===== src/rtl/muldiv_unit.sv =====
// muldiv_unit: iterative HI/LO multiply/divide unit with MTHI/MTLO; `define MULDIV_DIVZERO_FLAG_EN adds the divz output
module muldiv_unit #(
  parameter int WIDTH = 32,
  parameter int CNT_W = 5
) (
  input  logic             clk,
  input  logic             rst,
  input  logic             start,
  input  logic [2:0]       op,
  input  logic [WIDTH-1:0] A,
  input  logic [WIDTH-1:0] B,
  output logic             busy,
  output logic             done,
  output logic [WIDTH-1:0] hi,
  output logic [WIDTH-1:0] lo
`ifdef MULDIV_DIVZERO_FLAG_EN
  ,
  output logic             divz
`endif
);
  localparam logic [1:0] S_IDLE = 2'd0;
  localparam logic [1:0] S_RUN  = 2'd1;
  localparam logic [1:0] S_FIX  = 2'd2;
  logic [1:0]         r_state;
  logic [CNT_W-1:0]   r_cnt;
  logic [2*WIDTH-1:0] r_p;
  logic [WIDTH-1:0]   r_m;
  logic               r_div;
  logic               r_neg;
  logic               r_sa;
  logic               r_done;
  logic [WIDTH-1:0]   r_hi;
  logic [WIDTH-1:0]   r_lo;
  logic               w_idle;
  logic               w_accept;
  logic               w_dz;
  logic               w_sa;
  logic               w_sb;
  logic [WIDTH-1:0]   w_ma;
  logic [WIDTH-1:0]   w_mb;
  logic [WIDTH:0]     w_add;
  logic [WIDTH:0]     w_r;
  logic               w_ge;
  logic [WIDTH-1:0]   w_diff;
  logic [2*WIDTH-1:0] w_step;
  logic [2*WIDTH-1:0] w_prod;
  logic [WIDTH-1:0]   w_quo;
  logic [WIDTH-1:0]   w_rem;
  assign w_idle   = r_state == S_IDLE;
  assign w_accept = start && w_idle && !op[2];
  assign w_dz     = op[1] && B == '0;
  // a zero divisor runs unsigned so the quotient saturates to all ones and the remainder is A's raw bits
  assign w_sa     = !op[0] && A[WIDTH-1] && !w_dz;
  assign w_sb     = !op[0] && B[WIDTH-1];
  assign w_ma     = w_sa ? -A : A;
  assign w_mb     = w_sb ? -B : B;
  assign w_add    = {1'b0, r_p[2*WIDTH-1:WIDTH]} + {1'b0, r_p[0] ? r_m : {WIDTH{1'b0}}};
  assign w_r      = {r_p[2*WIDTH-1:WIDTH], r_p[WIDTH-1]};
  assign w_ge     = w_r >= {1'b0, r_m};
  assign w_diff   = w_r[WIDTH-1:0] - r_m;
  assign w_step   = r_div ? (w_ge ? {w_diff, r_p[WIDTH-2:0], 1'b1} : {w_r[WIDTH-1:0], r_p[WIDTH-2:0], 1'b0})
                          : {w_add, r_p[WIDTH-1:1]};
  assign w_prod   = r_neg ? -r_p : r_p;
  assign w_quo    = r_neg ? -r_p[WIDTH-1:0] : r_p[WIDTH-1:0];
  assign w_rem    = r_sa ? -r_p[2*WIDTH-1:WIDTH] : r_p[2*WIDTH-1:WIDTH];
  assign busy     = !w_idle;
  assign done     = r_done;
  assign hi       = r_hi;
  assign lo       = r_lo;
  // sequencer and shared shift register: {acc, multiplier} for multiply, {remainder, dividend} for divide
  always_ff @(posedge clk or posedge rst) begin
    if (rst) begin
      r_state <= S_IDLE;
      r_cnt   <= '0;
      r_p     <= '0;
      r_m     <= '0;
      r_div   <= 1'b0;
      r_neg   <= 1'b0;
      r_sa    <= 1'b0;
    end else if (w_accept) begin
      r_state <= S_RUN;
      r_cnt   <= '0;
      r_div   <= op[1];
      r_neg   <= w_sa ^ w_sb;
      r_sa    <= w_sa;
      r_m     <= op[1] ? w_mb : w_ma;
      r_p     <= {{WIDTH{1'b0}}, op[1] ? w_ma : w_mb};
    end else if (r_state == S_RUN) begin
      r_p     <= w_step;
      r_cnt   <= r_cnt + CNT_W'(1);
      r_state <= &r_cnt ? S_FIX : S_RUN;
    end else if (r_state == S_FIX) begin
      r_state <= S_IDLE;
    end
  end
  // architectural HI/LO: sign-corrected result on completion, direct writes from MTHI/MTLO
  always_ff @(posedge clk or posedge rst) begin
    if (rst) begin
      r_done <= 1'b0;
      r_hi   <= '0;
      r_lo   <= '0;
    end else begin
      r_done <= r_state == S_FIX;
      if (r_state == S_FIX) begin
        r_hi <= r_div ? w_rem : w_prod[2*WIDTH-1:WIDTH];
        r_lo <= r_div ? w_quo : w_prod[WIDTH-1:0];
      end else if (start && w_idle && op == 3'b100) begin
        r_hi <= A;
      end else if (start && w_idle && op == 3'b101) begin
        r_lo <= A;
      end
    end
  end
`ifdef MULDIV_DIVZERO_FLAG_EN
  logic r_dz;
  logic r_divz;
  assign divz = r_divz;
  // divide-by-zero is captured at acceptance and published with the result
  always_ff @(posedge clk or posedge rst) begin
    if (rst) begin
      r_dz   <= 1'b0;
      r_divz <= 1'b0;
    end else begin
      r_dz   <= w_accept ? w_dz : r_dz;
      r_divz <= r_state == S_FIX ? r_dz : r_divz;
    end
  end
`endif
endmodule


===== config.mk =====
export PLATFORM = sky130hd
export DESIGN_NAME = muldiv_unit
export DESIGN_NICKNAME = d
export VERILOG_FILES = /design/src/rtl/muldiv_unit.sv
export SDC_FILE = /design/constraint.sdc
export NUM_CORES = 1
export LEC_CHECK = 0
export BUFFER_PORTS_ARGS = -buffer_cell sky130_fd_sc_hd__buf_2
export CAP_MARGIN = 20
export CORE_ASPECT_RATIO = 0.5
export CORE_MARGIN = 3
export CORE_UTILIZATION = 45
export CTS_BUF_LIST = sky130_fd_sc_hd__clkbuf_2
export DETAILED_ROUTE_END_ITERATION = 10
export GPL_ROUTABILITY_DRIVEN = 0
export SYNTH_ARGS = -nofsm -noshare
export SYNTH_HDL_FRONTEND = slang
export SYNTH_SLANG_ARGS = --single-unit

===== constraint.sdc =====
create_clock -name clk -period 5.49 [get_ports clk]
set_clock_uncertainty 0.05 [all_clocks]
set_input_delay 0.2745 -clock clk [delete_from_list [all_inputs] [get_ports clk]]
set_output_delay 0.2745 -clock clk [all_outputs]
set_load 0.05 [all_outputs]

# After elaboration in Yosys (flattened, before gate mapping)
# Index checks and enable logic that the tools add are counted.
[classes]
add_sub_neg = 8
order_cmp = 1
n_eq_ne = 5
n_mux = 25
n_bitwise = 1
n_reduce_logical = 20
[op_table]
columns = ["cell", "count"]
rows = [
  ["32-bit two-way mux", 14],
  ["64-bit two-way mux", 5],
  ["32-bit negation", 4],
  ["64-bit negation", 1],
  ["32-bit by 32-bit adder with 33-bit output", 1],
  ["33-bit by 32-bit greater-or-equal comparator with 1-bit output", 1],
  ["32-bit logical NOT", 1],
  ["32-bit subtractor", 1],
  ["5-bit two-way mux", 2],
  ["1-bit logical AND", 8],
  ["2-bit two-way mux", 4],
  ["3-bit == test (second input constant)", 2],
  ["2-bit nonzero test", 3],
  ["5-bit by 1-bit adder with 5-bit output (second input constant)", 1],
  ["5-bit AND reduction", 1],
  ["1-bit logical NOT", 4],
  ["3-bit nonzero test", 1],
  ["2-bit by 1-bit == test with 1-bit output (second input constant)", 1],
  ["2-bit == test (second input constant)", 1],
  ["2-bit logical NOT", 1],
  ["2-bit inequality test (second input constant)", 1],
  ["2-bit AND reduction", 1],
  ["1-bit bitwise XOR", 1],
]
[word_totals]
register_bits = 171
in_bits = 70
word_cells = 70

# Depth between registers and ports, before layout
# Gate-level depths: netlist (run 1).
[depth]
depth_word = 7
depth_mapped = 15

# Worst setup path after synthesis (run 1)
# Ideal clock, no wire load.
[synth_path]
path_kind = "reg-to-reg"
from = "register r_p[47]"
to = "register r_p[46]"
setup_ns = 0.121
arrival_ns = 3.195
t_required_ns = 5.319
path_slack_ns = 2.124
stages_incl_launch_ff = 12
path_buffers = 1
synth_period_minus_slack_ns = 3.366
cell_sequence = "dfrtp_1 > ha_1 > and2_1 > and3_1 > a221oi_1 > a211oi_1 > or2_2 > o21ai_1 > buf_2 > mux2i_1 > mux2i_1 > a22o_1"
[synth_via]
elab_chain_len = 5
word_cells_on_any_way = 6
[synth_rtl]
columns = ["element", "line", "source"]
rows = [
  ["start, declared", "26", "logic [2*WIDTH-1:0] r_p;"],
  ["start signal, assigned", "87", "r_p <= {{WIDTH{1'b0}}, op[1] ? w_ma : w_mb};"],
  ["start signal, assigned", "89", "r_p <= w_step;"],
  ["33-bit by 32-bit greater-or-equal comparator with 1-bit output", "59", "assign w_ge = w_r >= {1'b0, r_m};"],
  ["64-bit two-way mux", "61", "assign w_step = r_div ? (w_ge ? {w_diff, r_p[WIDTH-2:0], 1'b1} : {w_r[WIDTH-1:0], r_p[WIDTH-2:0], 1'b0})"],
  ["64-bit two-way mux *", "61", ""],
  ["64-bit two-way mux *", "88", "end else if (r_state == S_RUN) begin"],
  ["64-bit two-way mux *", "80", "end else if (w_accept) begin"],
]
# Every way passes the cells marked *; elsewhere a longest branch is shown, timed or not. The select of a mux whose other input is x is not followed.
# A chain may end at the register's enable or synchronous reset.

# Worst setup path after layout (run 1)
[layout_path]
from = "input port A[5]"
to = "register r_p[29]"
[layout_via]
elab_chain_len = 4
[layout_rtl]
columns = ["element", "line", "source"]
rows = [
  ["start, declared", "10", "input logic [WIDTH-1:0] A,"],
  ["32-bit negation", "55", "assign w_ma = w_sa ? -A : A;"],
  ["32-bit two-way mux", "55", ""],
  ["32-bit two-way mux", "87", ""],
  ["64-bit two-way mux", "80", ""],
]
# No other way between the ends.

==> results.txt, run 1 <==
The core region is 32500 µm². The required time of the critical path is 6.23 ns. The tools report the HPWL reported at the end of detailed placement as 39.9 mm. The global-route wire length before repair is 83.4 mm. TritonCTS built the clock tree.

Number of antenna violations at the first check in global routing: 1. Counting flops with a built-in enable in the synthesized netlist gives 0. Timing would allow up to 236 MHz. The critical path contains buffers and inverters numbering 4 combined. Across the whole layout, storage elements account for 4280 µm². By area the synthesized netlist is led by sky130_fd_sc_hd__dfrtp_1 28%, sky130_fd_sc_hd__o21ai_0 7.4%, sky130_fd_sc_hd__nand2_1 6.3%, sky130_fd_sc_hd__xor2_1 6.1%, sky130_fd_sc_hd__a21oi_1 5.9%. The die width was 266 µm; the count of buffers added by post-CTS timing repair for setup was 0. The count of standard-cell rows was 46; the sequential share of the synthesized area was 28.2%. The most critical setup path has its startpoint at A[5]. Leaving out fill and tap cells, the most frequent cell in the layout is sky130_fd_sc_hd__nand2_1. The top cell types in the final layout, fill and taps aside, are 255 x sky130_fd_sc_hd__nand2_1, 225 x sky130_fd_sc_hd__o21ai_0, 178 x sky130_fd_sc_hd__a21oi_1. The top-level I/O count was 136. For this configuration, the core starts out at a cell density of 46.8%.

Setup violations remaining at the end of the flow were counted as 0. The number of global-route vias before repair came out at 14100. For the multi-input logic area, the log shows 10200 µm². For this block, the initial DRC count from the detailed router was 1517. The fraction of synthesized cell area taken by the top area cell type is 28.2%, and the via count is 15400.

From synthesis to final layout, the design area changed by 13.7%. At the later pin of the worst-skew pair, clock insertion delay measures 0.87 ns. The detailed-route wire length per cell came out at 21.5 µm. The transition time of the tightest slew-check pin is 1.05 ns, and the max-slew violation total from the final report is 0. The first-pass iteration count of the detailed router is 5. The gate family responsible for the most delay along the worst path was simple AND/OR/NAND/NOR gates. The slowest stage of the critical path is the sky130_fd_sc_hd__dlygate4sd3_1 cell. After detailed routing, the number of remaining DRC violations is 0. The reg-to-reg startpoint is r_p[0]$_DFFE_PP0P_.

The number of instances in the synthesized netlist came out at 1959. The floorplan die height is 136 µm, and the sum of routed wire length over all layers is 54.5 mm. Walking the worst path, the cells encountered are dlygate4sd3_1 > buf_2 > or4_4 > nand3b_4 > or4_1 > or4_4 > or4_4 > o41ai_4 > xor2_1 > nand2_1 > dlygate4sd3_1 > a21o_1 > dlygate4sd3_1. Reported max-cap violation count: 0. The worst vdd rail ir drop came out at 0.000336 V. The critical setup path kind is input port to register. After detailed routing, the number of vias per cell comes to 6.06. The largest total area in the synthesized netlist belongs to sky130_fd_sc_hd__dfrtp_1. The floorplan step defined a die boundary enclosing 36100 µm². Setup slack on the worst reg-to-reg path comes out at 1.26 ns. The worst setup path is captured at a register. The logs give 71 for the distinct cell type count of the synthesized netlist and 29.8% for the worst slew margin relative to its limit. The logic depth of the worst register-to-register path is 11.

In this run the worst setup path terminates at r_p[29]$_DFFE_PP0P_. Path category of the worst min-delay check: input port to asynchronous set/reset pin. The clock transition time at the flip-flop clock pins of the worst setup and hold paths is 0.28 ns. Counting the fill cells in the layout gives 3201. The share of the clock period used by the worst path was 77.0%; the arrival time reported for the critical path endpoint was 4.97 ns. The total overflow left after global routing is 0. The post-cts repair resize count is 0, and the post-synthesis instance area is 15200 µm². The worst hold margin was 0.115 ns; the leakage power figure was 7.73 nW.

The tools report the worst reg2reg path endpoint as hi[20]$_DFFE_PP0P_. The tree is rooted in a sky130_fd_sc_hd__clkbuf_2. Of all nets on the critical path, the largest fanout is 6.

The clock passes through at most 2 buffers. The count of nets left with antenna violations once routing finished came out at 0. Power spread over the standard cell area amounts to 710 nW/µm². During synthesis, Yosys emitted a total of 0 warnings.

STA classifies the critical path startpoint as an input port. At the end of the flow, the number of nets in the layout was 2235. Buffers inserted during clock tree synthesis total 17. The depth of the critical timing path with buffers and inverters included was 13; the H-tree level count was 4.

The post-synthesis register bit count was 171; the average size of a mapped cell was 7.75 µm². The run finished with clean final reports. The total negative setup slack is 0 ns. The largest net degree at the start of global routing came out at 172. Fraction of registers with async set or reset after synthesis: 100%. The smallest clock period supported by the final layout is computed as 4.23 ns. For this run, the total global-route usage over all layers was measured as 29.9%.

Hold repair after CTS inserted 86 buffers. The fraction of final layout cells with drive strength greater than 1 is 10.9%, and the total clock sinks is 171. In this design, the stage delay of the slowest critical-path cell is 0.59 ns. The number of nets handed over by synthesis was 2101. Among all flip-flop cells after synthesis, the most frequent one is sky130_fd_sc_hd__dfrtp_1. Setup repair after global routing left no endpoint under its margin. For the final hold violation count, the log shows 0. The count of buffers added on input and output ports is 135.
## worst min path at each step
stage	endpoint	startpoint	cells past startpoint	slack, ns
6_report	r_p[11]$_DFFE_PP0P_	rst	4	0.11
5_1_grt	lo[7]$_DFFE_PP0P_	rst	4	0.12
4_1_cts	lo[21]$_DFFE_PP0P_	rst	4	0.13
3_5_place_dp	lo[9]$_DFFE_PP0P_	lo[9]$_DFFE_PP0P_	2	0.41
3_3_place_gp	lo[9]$_DFFE_PP0P_	lo[9]$_DFFE_PP0P_	2	0.41
2_1_floorplan	r_m[24]$_DFFE_PP0P_	r_m[24]$_DFFE_PP0P_	1	0.40
## Yosys cell counts (4+ instances only)
master	n
sky130_fd_sc_hd__a22oi_1	9
sky130_fd_sc_hd__nor3b_1	5
sky130_fd_sc_hd__o41ai_1	12
sky130_fd_sc_hd__a22o_1	24
sky130_fd_sc_hd__mux2i_1	77
sky130_fd_sc_hd__xnor2_1	69
sky130_fd_sc_hd__and2_1	4
sky130_fd_sc_hd__or4_1	15
sky130_fd_sc_hd__buf_1	18
sky130_fd_sc_hd__o221ai_1	6
sky130_fd_sc_hd__and3_1	9
sky130_fd_sc_hd__clkbuf_1	108
sky130_fd_sc_hd__nor2b_1	15
sky130_fd_sc_hd__or2_2	7
sky130_fd_sc_hd__a31oi_1	9
sky130_fd_sc_hd__xor2_1	105
sky130_fd_sc_hd__a21o_1	62
sky130_fd_sc_hd__nand3_1	61
sky130_fd_sc_hd__nor2_1	127
sky130_fd_sc_hd__o21ai_0	225
sky130_fd_sc_hd__nor3_1	37
sky130_fd_sc_hd__inv_1	63
sky130_fd_sc_hd__dfrtp_1	171
sky130_fd_sc_hd__o21a_1	8
sky130_fd_sc_hd__o21bai_1	6
sky130_fd_sc_hd__nand2b_1	19
sky130_fd_sc_hd__or4_4	4
sky130_fd_sc_hd__or3_1	11
sky130_fd_sc_hd__nand2_1	255
sky130_fd_sc_hd__ha_1	70
sky130_fd_sc_hd__nand4_1	16
sky130_fd_sc_hd__a21oi_1	178
sky130_fd_sc_hd__mux2_2	14
sky130_fd_sc_hd__o31ai_1	33
sky130_fd_sc_hd__nor4_1	16
sky130_fd_sc_hd__a211o_1	4
sky130_fd_sc_hd__a211oi_1	11
sky130_fd_sc_hd__o211ai_1	16
sky130_fd_sc_hd__o22ai_1	6
## area by class of cell
type | instances | area share, %
Multi-Input combinational cell | 1596 | 59.2
Sequential cell | 171 | 24.8
Timing Repair Buffer | 243 | 10.0
Tap cell | 432 | 3.13
Inverter | 64 | 1.42
Clock inverter | 14 | 0.906
Clock buffer | 18 | 0.522
Antenna cell | 1 | 0.0145
## worst register-to-register path: stages, from the launching register on
cell                       delay, ns
sky130_fd_sc_hd__dfrtp_1        0.54
sky130_fd_sc_hd__inv_1          0.52
sky130_fd_sc_hd__ha_1           0.34
sky130_fd_sc_hd__nand4_1        0.28
sky130_fd_sc_hd__nor3_1         0.64
sky130_fd_sc_hd__nand3_1        0.39
sky130_fd_sc_hd__o31ai_1        0.33
sky130_fd_sc_hd__buf_4          0.21
sky130_fd_sc_hd__nand2b_1       0.12
sky130_fd_sc_hd__o41ai_1        0.41
sky130_fd_sc_hd__xor2_1         0.22
sky130_fd_sc_hd__a21oi_1        0.09
## per-stage QoR
stage	std cells	power [mW]	setup slack, ns	utilization (%)	instance area (µm²)
2_1_floorplan	1959	8.94	0.534	-	15200
5_1_grt	2539	13.2	1.04	53.2	17300
3_3_place_gp	2419	11.2	1.43	49.7	16100
3_5_place_dp	2420	11.2	1.43	49.7	16100
4_1_cts	2538	12.1	1.36	53.2	17300
6_report	2539	12.2	1.26	53.2	17300
## state kept, by name, summed over array words and instances (netlist names)
signal,cells
lo,32
r_state,2
hi,32
r_div,1
r_m,32
r_sa,1
r_cnt,5
r_p,64
done,1
r_neg,1
## where the power goes
| group | switching [mW] | internal [mW] | total [mW] |
|---|---|---|---|
| clock | 0.546 | 0.223 | 0.768 |
| sequential | 0.889 | 1.88 | 2.77 |
| combinational | 5.38 | 3.32 | 8.70 |
## cell families (layout without fill, tap and decap cells)
| group | after synthesis | in the layout | synth area share, % |
|---|---|---|---|
| adder cells (fa/ha/maj) | 72 | 72 | 6.03 |
| buffers and inverters | 192 | 339 | 4.76 |
| XOR/XNOR | 174 | 174 | 10.0 |
| other | 0 | 1 | 0 |
| multiplexers | 91 | 91 | 6.12 |
| AO/OA/AOI/OAI | 644 | 644 | 25.9 |
| flip-flops | 171 | 171 | 28.2 |
| AND/OR/NAND/NOR | 615 | 615 | 18.9 |
## routing by layer
metal | vias up | global-route usage, % | wire [µm]
met2 | 707 | 43.1 | 22300
met3 | 54 | 7.74 | 5940
met4 | 0 | 5.59 | 677
li1 | 7288 | - | -
met1 | 7327 | 44.9 | 25600
met5 | - | 0 | 0
(Power assumes the default switching activity.)
==> run 2: changes to the inputs <==
- PLACE_DENSITY: unset -> 0.66
- clock period: 5.49 -> 3.65 ns (I/O delays scaled with it)
==> run 2 against run 1 <==
Sequential power up 41%. Clock power up 42%. Sequential cell count unchanged. Critical path depth down 1. Combinational power up 61%. Design area up 3.1%. Non-clock buffer count up 65. Register-to-register slack worse by 1.1 ns. Critical endpoint unchanged. Largest cell class unchanged. Highest routed layer unchanged.
==> results.txt, run 2 (same netlist as run 1, synthesis figures left out) <==
The run finished with clean final reports. Buffers added to address setup during post-CTS repair amount to 0. STA classifies the critical path startpoint as an input port.

The worst slew margin relative to its limit was 27.6%. The die width works out to 266 µm. For this design, the sink count on the clock tree is 171. The run gives 46.8% as the initial standard-cell utilization of the core.

The post-detailed-route count of antenna-violating nets was 0; the area of the die was 36100 µm². The tools report the required time of the critical path as 4.38 ns. In the final layout, the multi-input gates occupy 10200 µm².

The HPWL after detailed placement is 41.0 mm. Count of standard-cell rows: 46. The core area was 32500 µm². After routing the design area is 17800 µm². The switching power was 10.4 mW.

The worst setup path is of the input port to register kind. For the via count, the log shows 15800. For this run, the post-layout net count is 2300. The tools report the number of antenna violations at the first check in global routing as 1.

After detailed routing, the number of vias per cell comes to 6.06. The logs give 0 for the final hold violation count and 20.5% for the sequential cell fraction of total power. No sink is reached through more buffers than the 2 on the longest clock path.

For the register area, the log shows 4280 µm². The later pin in the worst-skew pair is clocked with a latency of 0.87 ns. The run gives 0 as the max-slew violation total from the final report.

In this run the critical register-to-register path is captured at r_p[60]$_DFFE_PP0P_. The number of buffers added by the clock tree synthesis step was 17. The total track usage was 30.2%. The logs give 4.28 ns for the arrival time reported for the critical path endpoint and 2604 for the count of non-filler cells in the finished layout. Input and output buffers added on the ports amount to 135.

The number of global-route vias before repair came out at 14700. The fraction of final layout cells with drive strength greater than 1 is 13.5%. Logic depth of the worst register-to-register path: 14. The instance area at placement was 16600 µm²; the power per standard cell area was 1070 nW/µm².

The startpoint identified for the worst register-to-register timing path is r_p[0]$_DFFE_PP0P_. In this run the clock root is driven by a sky130_fd_sc_hd__clkbuf_2. The nature of the critical path endpoint was a register. The share of power burned in the clock network is 5.8%.

After layout, the worst path uses 97.1% of the clock period. For the count of final setup violators, the log shows 0. The worst reg-to-reg setup slack was 0.17 ns; the total grt overflow was 0. The area growth from synthesis to layout works out to 17.3%. The run gives 84.3 mm as the global-route wire length before repair. Fill cells in the final layout number 3028.

For this design the static power due to leakage is 8.04 nW. The register with the most flip-flops in the layout has 64 of them. After layout, the minimum clock period comes to 3.54 ns. The startpoint identified for the worst hold timing path is A[3]. The switching power share of the total was 54.7%.

Adding up every negative setup slack in the final design gives 0 ns. Along the worst path, the maximum fanout reaches 6. The first TritonRoute pass finished after 6 iterations. The tools report the sum of routed wire length over all layers as 55.2 mm. The H-tree level count was 4.

After the first detailed-routing iteration, the DRC count stood at 1755. At the end of the flow the core is filled with cells to 54.8%. Setup repair after global routing left no endpoint under its margin. For the largest net degree at the start of global routing, the log shows 129.

The path category of the worst min-delay check is input port to register. The run gives 2478 as the count of placed standard cells including taps. After clock tree synthesis, the clock-pin slew on the worst setup and hold paths is 0.26 ns. In the final routed layout, each cell accounts on average for 21.2 µm. Top register by number of flip-flops: r_p.

The top cell types in the final layout, fill and taps aside, are 255 x sky130_fd_sc_hd__nand2_1, 225 x sky130_fd_sc_hd__o21ai_0, 178 x sky130_fd_sc_hd__a21oi_1. Leaving out fill and tap cells, the most frequent cell in the layout is sky130_fd_sc_hd__nand2_1. At the pin with the least slew margin, the transition time is 1.09 ns. Max-cap violations in this run came to 0.

Highest clock frequency the design can meet: 282 MHz. For this run, design rule violations remaining after detail routing come to 0. The run gives 0.000490 V as the worst vdd rail ir drop.

The cell count of the worst hold path is 4, and the floorplan die height is 136 µm. 136 I/O pins were placed. TritonCTS built the clock tree. Per report_power, the combinational group accounts for 73.7% of the total. Cell internal power was estimated by the tool at 8.60 mW.

The capture endpoint of the worst hold path is hi[3]$_DFFE_PP0P_.
run 2: changes by cell type in the layout (fill, tap and decap cells not counted), moves of 2 or more:
| cell | change |
|---|---|
| sky130_fd_sc_hd__buf_4 | +57 |
| sky130_fd_sc_hd__buf_12 | +2 |
| sky130_fd_sc_hd__dlygate4sd3_1 | +7 |
| sky130_fd_sc_hd__clkinvlp_4 | +3 |
| sky130_fd_sc_hd__inv_6 | -4 |
| sky130_fd_sc_hd__clkinv_2 | +4 |
run 2: through the flow:
stage	hold WS [ns]	power [mW]	setup WS, ns
3_3_place_gp	0.176	17.2	0.106
2_1_floorplan	0.326	13.4	0.284
4_1_cts	0.111	18.6	0.0774
3_5_place_dp	0.184	17.3	0.0138
6_report	0.181	19.0	0.106
5_1_grt	0.154	20.4	0.0000373
run 2: worst max-delay path by stage:
stage	from	end	slack, ns	cells past startpoint
5_1_grt	r_p[0]$_DFFE_PP0P_	r_p[60]$_DFFE_PP0P_	0.00004	14
2_1_floorplan	r_p[47]$_DFFE_PP0P_	r_p[46]$_DFFE_PP0P_	0.28	11
6_report	A[5]	r_p[29]$_DFFE_PP0P_	0.11	12
3_5_place_dp	r_p[0]$_DFFE_PP0P_	r_p[60]$_DFFE_PP0P_	0.01	13
3_3_place_gp	r_p[0]$_DFFE_PP0P_	r_p[60]$_DFFE_PP0P_	0.11	13
4_1_cts	r_p[0]$_DFFE_PP0P_	r_p[60]$_DFFE_PP0P_	0.08	14
run 2: per-layer routing:
metal / up-vias / wire length [µm] / track usage [%]
met5: - / 0 / 0
met4: 0 / 1920 / 11.6
met3: 106 / 6540 / 9.82
met2: 772 / 23000 / 43.9
met1: 7492 / 23800 / 41.7
li1: 7422 / - / -
run 2: critical path, cell delays in order:
cell and delay (ns):
sky130_fd_sc_hd__dlygate4sd3_1 0.54, sky130_fd_sc_hd__buf_2 0.17, sky130_fd_sc_hd__or4_4 0.57, sky130_fd_sc_hd__nand3b_4 0.18
sky130_fd_sc_hd__or4_1 0.43, sky130_fd_sc_hd__or4_4 0.46, sky130_fd_sc_hd__or4_4 0.49, sky130_fd_sc_hd__o41ai_4 0.23
sky130_fd_sc_hd__xor2_1 0.21, sky130_fd_sc_hd__nand2_1 0.06, sky130_fd_sc_hd__dlygate4sd3_1 0.59, sky130_fd_sc_hd__a21o_1 0.16
run 2: final cells by class:
cell class,count,share of cell area (%)
Sequential cell,171,24.1
Inverter,64,1.39
Clock buffer,18,0.506
Multi-Input combinational cell,1596,57.5
Tap cell,432,3.04
Clock inverter,14,0.816
Antenna cell,1,0.0141
Timing Repair Buffer,308,12.7
run 2: repair_timing:
item	4_1_cts	5_1_grt
hold endpoints to repair	306	0
gates resized for setup	1	4
hold buffers	93	0
endpoints found under the setup margin	1	5
run 2: power groups by stage:
stage	Combinational [mW]	Clock, mW	Sequential, mW
final	14.0	1.09	3.90
after global routing	15.2	1.19	3.98
after CTS	13.7	1.12	3.84
after detailed placement	13.4	0	3.89
after global placement	13.4	0	3.87
after floorplan	8.74	0	4.71
==> run 3: changes to the inputs <==
- CORE_ASPECT_RATIO: 0.5 -> 1.1
- PLACE_DENSITY: 0.66 -> 0.7
==> run 3 against run 2 <==
Sequential share of layout area up 0.21 points. Worst setup slack better by 0.090 ns. Total power down 1.4%. Final cell count down 0.81%. Register-to-register slack better by 0.03 ns. Sequential cell count unchanged. Hold slack worse by 0.091 ns. Critical path depth unchanged. Core utilization down 1.0 points. Die area down 0.36%. Sequential power about the same.
==> results.txt, run 3 (same netlist as run 1, synthesis figures left out) <==
The path category of the worst min-delay check was input port to register. The analysis attributes to net switching a power of 10.2 mW. The arrival time reported for the critical path endpoint was 4.11 ns; the required time of the critical path was 4.30 ns. The flow ran to the end, and the final reports show no timing, DRC or antenna violations.

In the finished design, the share of the clock period the worst path needs comes to 94.6%. Critical setup path kind: register to register. The area growth from synthesis to layout is 16.2%. Global routing used 28.9% of the available tracks. The tool flagged a number of max-cap violations equal to 0.

The worst slew margin relative to its limit was 29.0%. The number of buffers added by the clock tree synthesis step was 17. Summing all placed instances gives a cell area of 16700 µm². The top register by number of flip-flops was r_p. The library cells used most frequently in the layout, excluding fill and tap cells, are 255 x sky130_fd_sc_hd__nand2_1, 225 x sky130_fd_sc_hd__o21ai_0, 178 x sky130_fd_sc_hd__a21oi_1. The number of antenna violations at the first check in global routing is 1, and the initial standard-cell utilization of the core is 46.3%. The clock tree synthesis step divided the H-tree into 4 levels. The run gives 15200 as the number of global-route vias before repair. The post-detailed-route count of antenna-violating nets came out at 0. The clock transition time at the flip-flop clock pins of the worst setup and hold paths is 0.27 ns. The first-pass iteration count of the detailed router was 8; the highest clock frequency the design can meet was 290 MHz. The logs give 0 for the max-slew violation total from the final report and 1781 for the number of DRC markers after the initial detailed-route iteration. The count of filler cells inserted in the layout is 3072. The floorplan step defined a die boundary enclosing 36000 µm². STA classifies the critical path endpoint as a register. The internal power was 8.51 mW.

For the count of buffers added by post-CTS timing repair for setup, the log shows 0. Of the total power, combinational logic draws 74.2%. Across the VDD grid, the largest voltage drop is 0.000423 V.

The final hold violation count was 0; the sequential cell fraction of total power was 20.7%. The maximum fanout encountered on the critical timing path came out at 15. The sum of routed wire length over all layers was 53.4 mm. The initialized floorplan defines 69 standard-cell rows. The logs give 2285 for the post-layout net count and 18.7 mW for the total chip power. Setup repair after global routing could not meet its margin everywhere. For this run, the number of standard cells in the final layout without fillers is 2583. The tools report the total grt overflow as 0.

Entering global routing, the biggest net connects 82 pins. Using the TritonRoute via totals, the vias-per-cell ratio works out to 6.12. Global-route wire length before repair: 83.9 mm.

The floorplan step set the die height to 199 µm. The register with the most flip-flops in the layout has 64 of them. The run gives 0.0894 ns as the worst hold margin. In this run the static leakage power is 7.97 nW. The tools report the maximum count of clock buffers along a single path as 2. The power per standard cell area was 1060 nW/µm². After legalization and detailed placement, the total HPWL measured 40.5 mm. The top-level I/O count was 136. The minimum period implied by the final worst setup slack works out to 3.45 ns. Per report_power, the clock group accounts for 5.1% of the total. The routed layout has 15800 vias. The detailed-route wire length per cell was 20.7 µm; the detailed-route DRC error count was 0. During placement, the flow inserted port buffers numbering 135. TritonCTS built the clock tree.

For the pin with the worst max-slew slack, the measured transition is 1.07 ns. The root buffer cell was sky130_fd_sc_hd__clkbuf_2. In the final layout, the share of cells above drive strength 1 is 13.8%. Setup violations remaining at the end of the flow were counted as 0. In this run switching power makes up 54.5% of total power. For the count of placed standard cells including taps, the log shows 2477. Summing all non-filler instances in the final layout gives an area of 17600 µm². Startpoint kind of the worst setup timing path: a register.

The clock drives 171 sinks. The core area was 32800 µm²; the clock latency on the worst-skew pair was 0.80 ns. The floorplan step set the die width to 181 µm.

The most common library cell in the layout ignoring fill and taps was sky130_fd_sc_hd__nand2_1.
run 3: area by class of cell:
class	count	area (µm²)	share of cell area (%)
Sequential cell	171	4280	24.3
Antenna cell	1	2.50	0.0142
Multi-Input combinational cell	1596	10300	58.1
Inverter	64	244	1.38
Timing Repair Buffer	293	2130	12.1
Tap cell	426	533	3.02
Clock inverter	13	104	0.589
Clock buffer	19	95.1	0.539
run 3: routing by layer:
| layer | track usage (%) | part of all wire, % |
|---|---|---|
| met4 | 17.3 | 6.7 |
| met1 | 36.2 | 40 |
| met5 | 0 | 0 |
| met3 | 3.05 | 6.8 |
| met2 | 48.3 | 47 |
run 3: power by group through the flow:
stage / combinational [mW] / clock, mW / sequential, mW
after floorplan: 8.74 / 0 / 4.71
after global placement: 13.3 / 0 / 3.83
after CTS: 13.6 / 0.967 / 3.82
final: 13.9 / 0.960 / 3.87
after detailed placement: 13.5 / 0 / 3.86
after global routing: 15.2 / 1.04 / 3.95
run 3: critical path: stages, from the launching register on:
cell and delay (ns):
sky130_fd_sc_hd__dfrtp_1 0.57, sky130_fd_sc_hd__ha_1 0.43, sky130_fd_sc_hd__a21oi_1 0.30, sky130_fd_sc_hd__o21ai_0 0.17, sky130_fd_sc_hd__a221oi_1 0.23, sky130_fd_sc_hd__buf_4 0.19
sky130_fd_sc_hd__a211oi_1 0.08, sky130_fd_sc_hd__or2_2 0.33, sky130_fd_sc_hd__o21ai_4 0.25, sky130_fd_sc_hd__buf_12 0.19, sky130_fd_sc_hd__mux2i_1 0.22, sky130_fd_sc_hd__nor2_1 0.07
sky130_fd_sc_hd__a221o_1 0.28
run 3: what timing repair did:
item	CTS	global route
resized for setup	1	6
setup endpoints to repair	1	6
hold endpoints to repair	278	0
hold buffers	73	0
gates cloned	0	0
run 3: through the flow:
stage | setup WS [ns] | setup TNS, ns | utilization [%]
floorplan | 0.284 | 0 | -
global placement | 0.139 | 0 | 50.8
detailed placement | 0.0677 | 0 | 50.8
CTS | 0.0611 | 0 | 53.7
global route | -0.0918 | -0.0918 | 53.8
finish | 0.196 | 0 | 53.8
run 3: final timing paths:
| check | endpoint | start | slack [ns] | cells after the start |
|---|---|---|---|---|
| max | r_p[57]$_DFFE_PP0P_ | r_p[47]$_DFFE_PP0P_ | 0.20 | 12 |
| min | r_p[6]$_DFFE_PP0P_ | B[6] | 0.09 | 4 |
| max reg2reg | r_p[57]$_DFFE_PP0P_ | r_p[47]$_DFFE_PP0P_ | 0.20 | 12 |
| min reg2reg | lo[21]$_DFFE_PP0P_ | lo[21]$_DFFE_PP0P_ | 0.46 | 2 |
| max in group asynchronous | lo[19]$_DFFE_PP0P_ | rst | 2.08 | 5 |
| min in group asynchronous | r_p[10]$_DFFE_PP0P_ | rst | 0.57 | 4 |
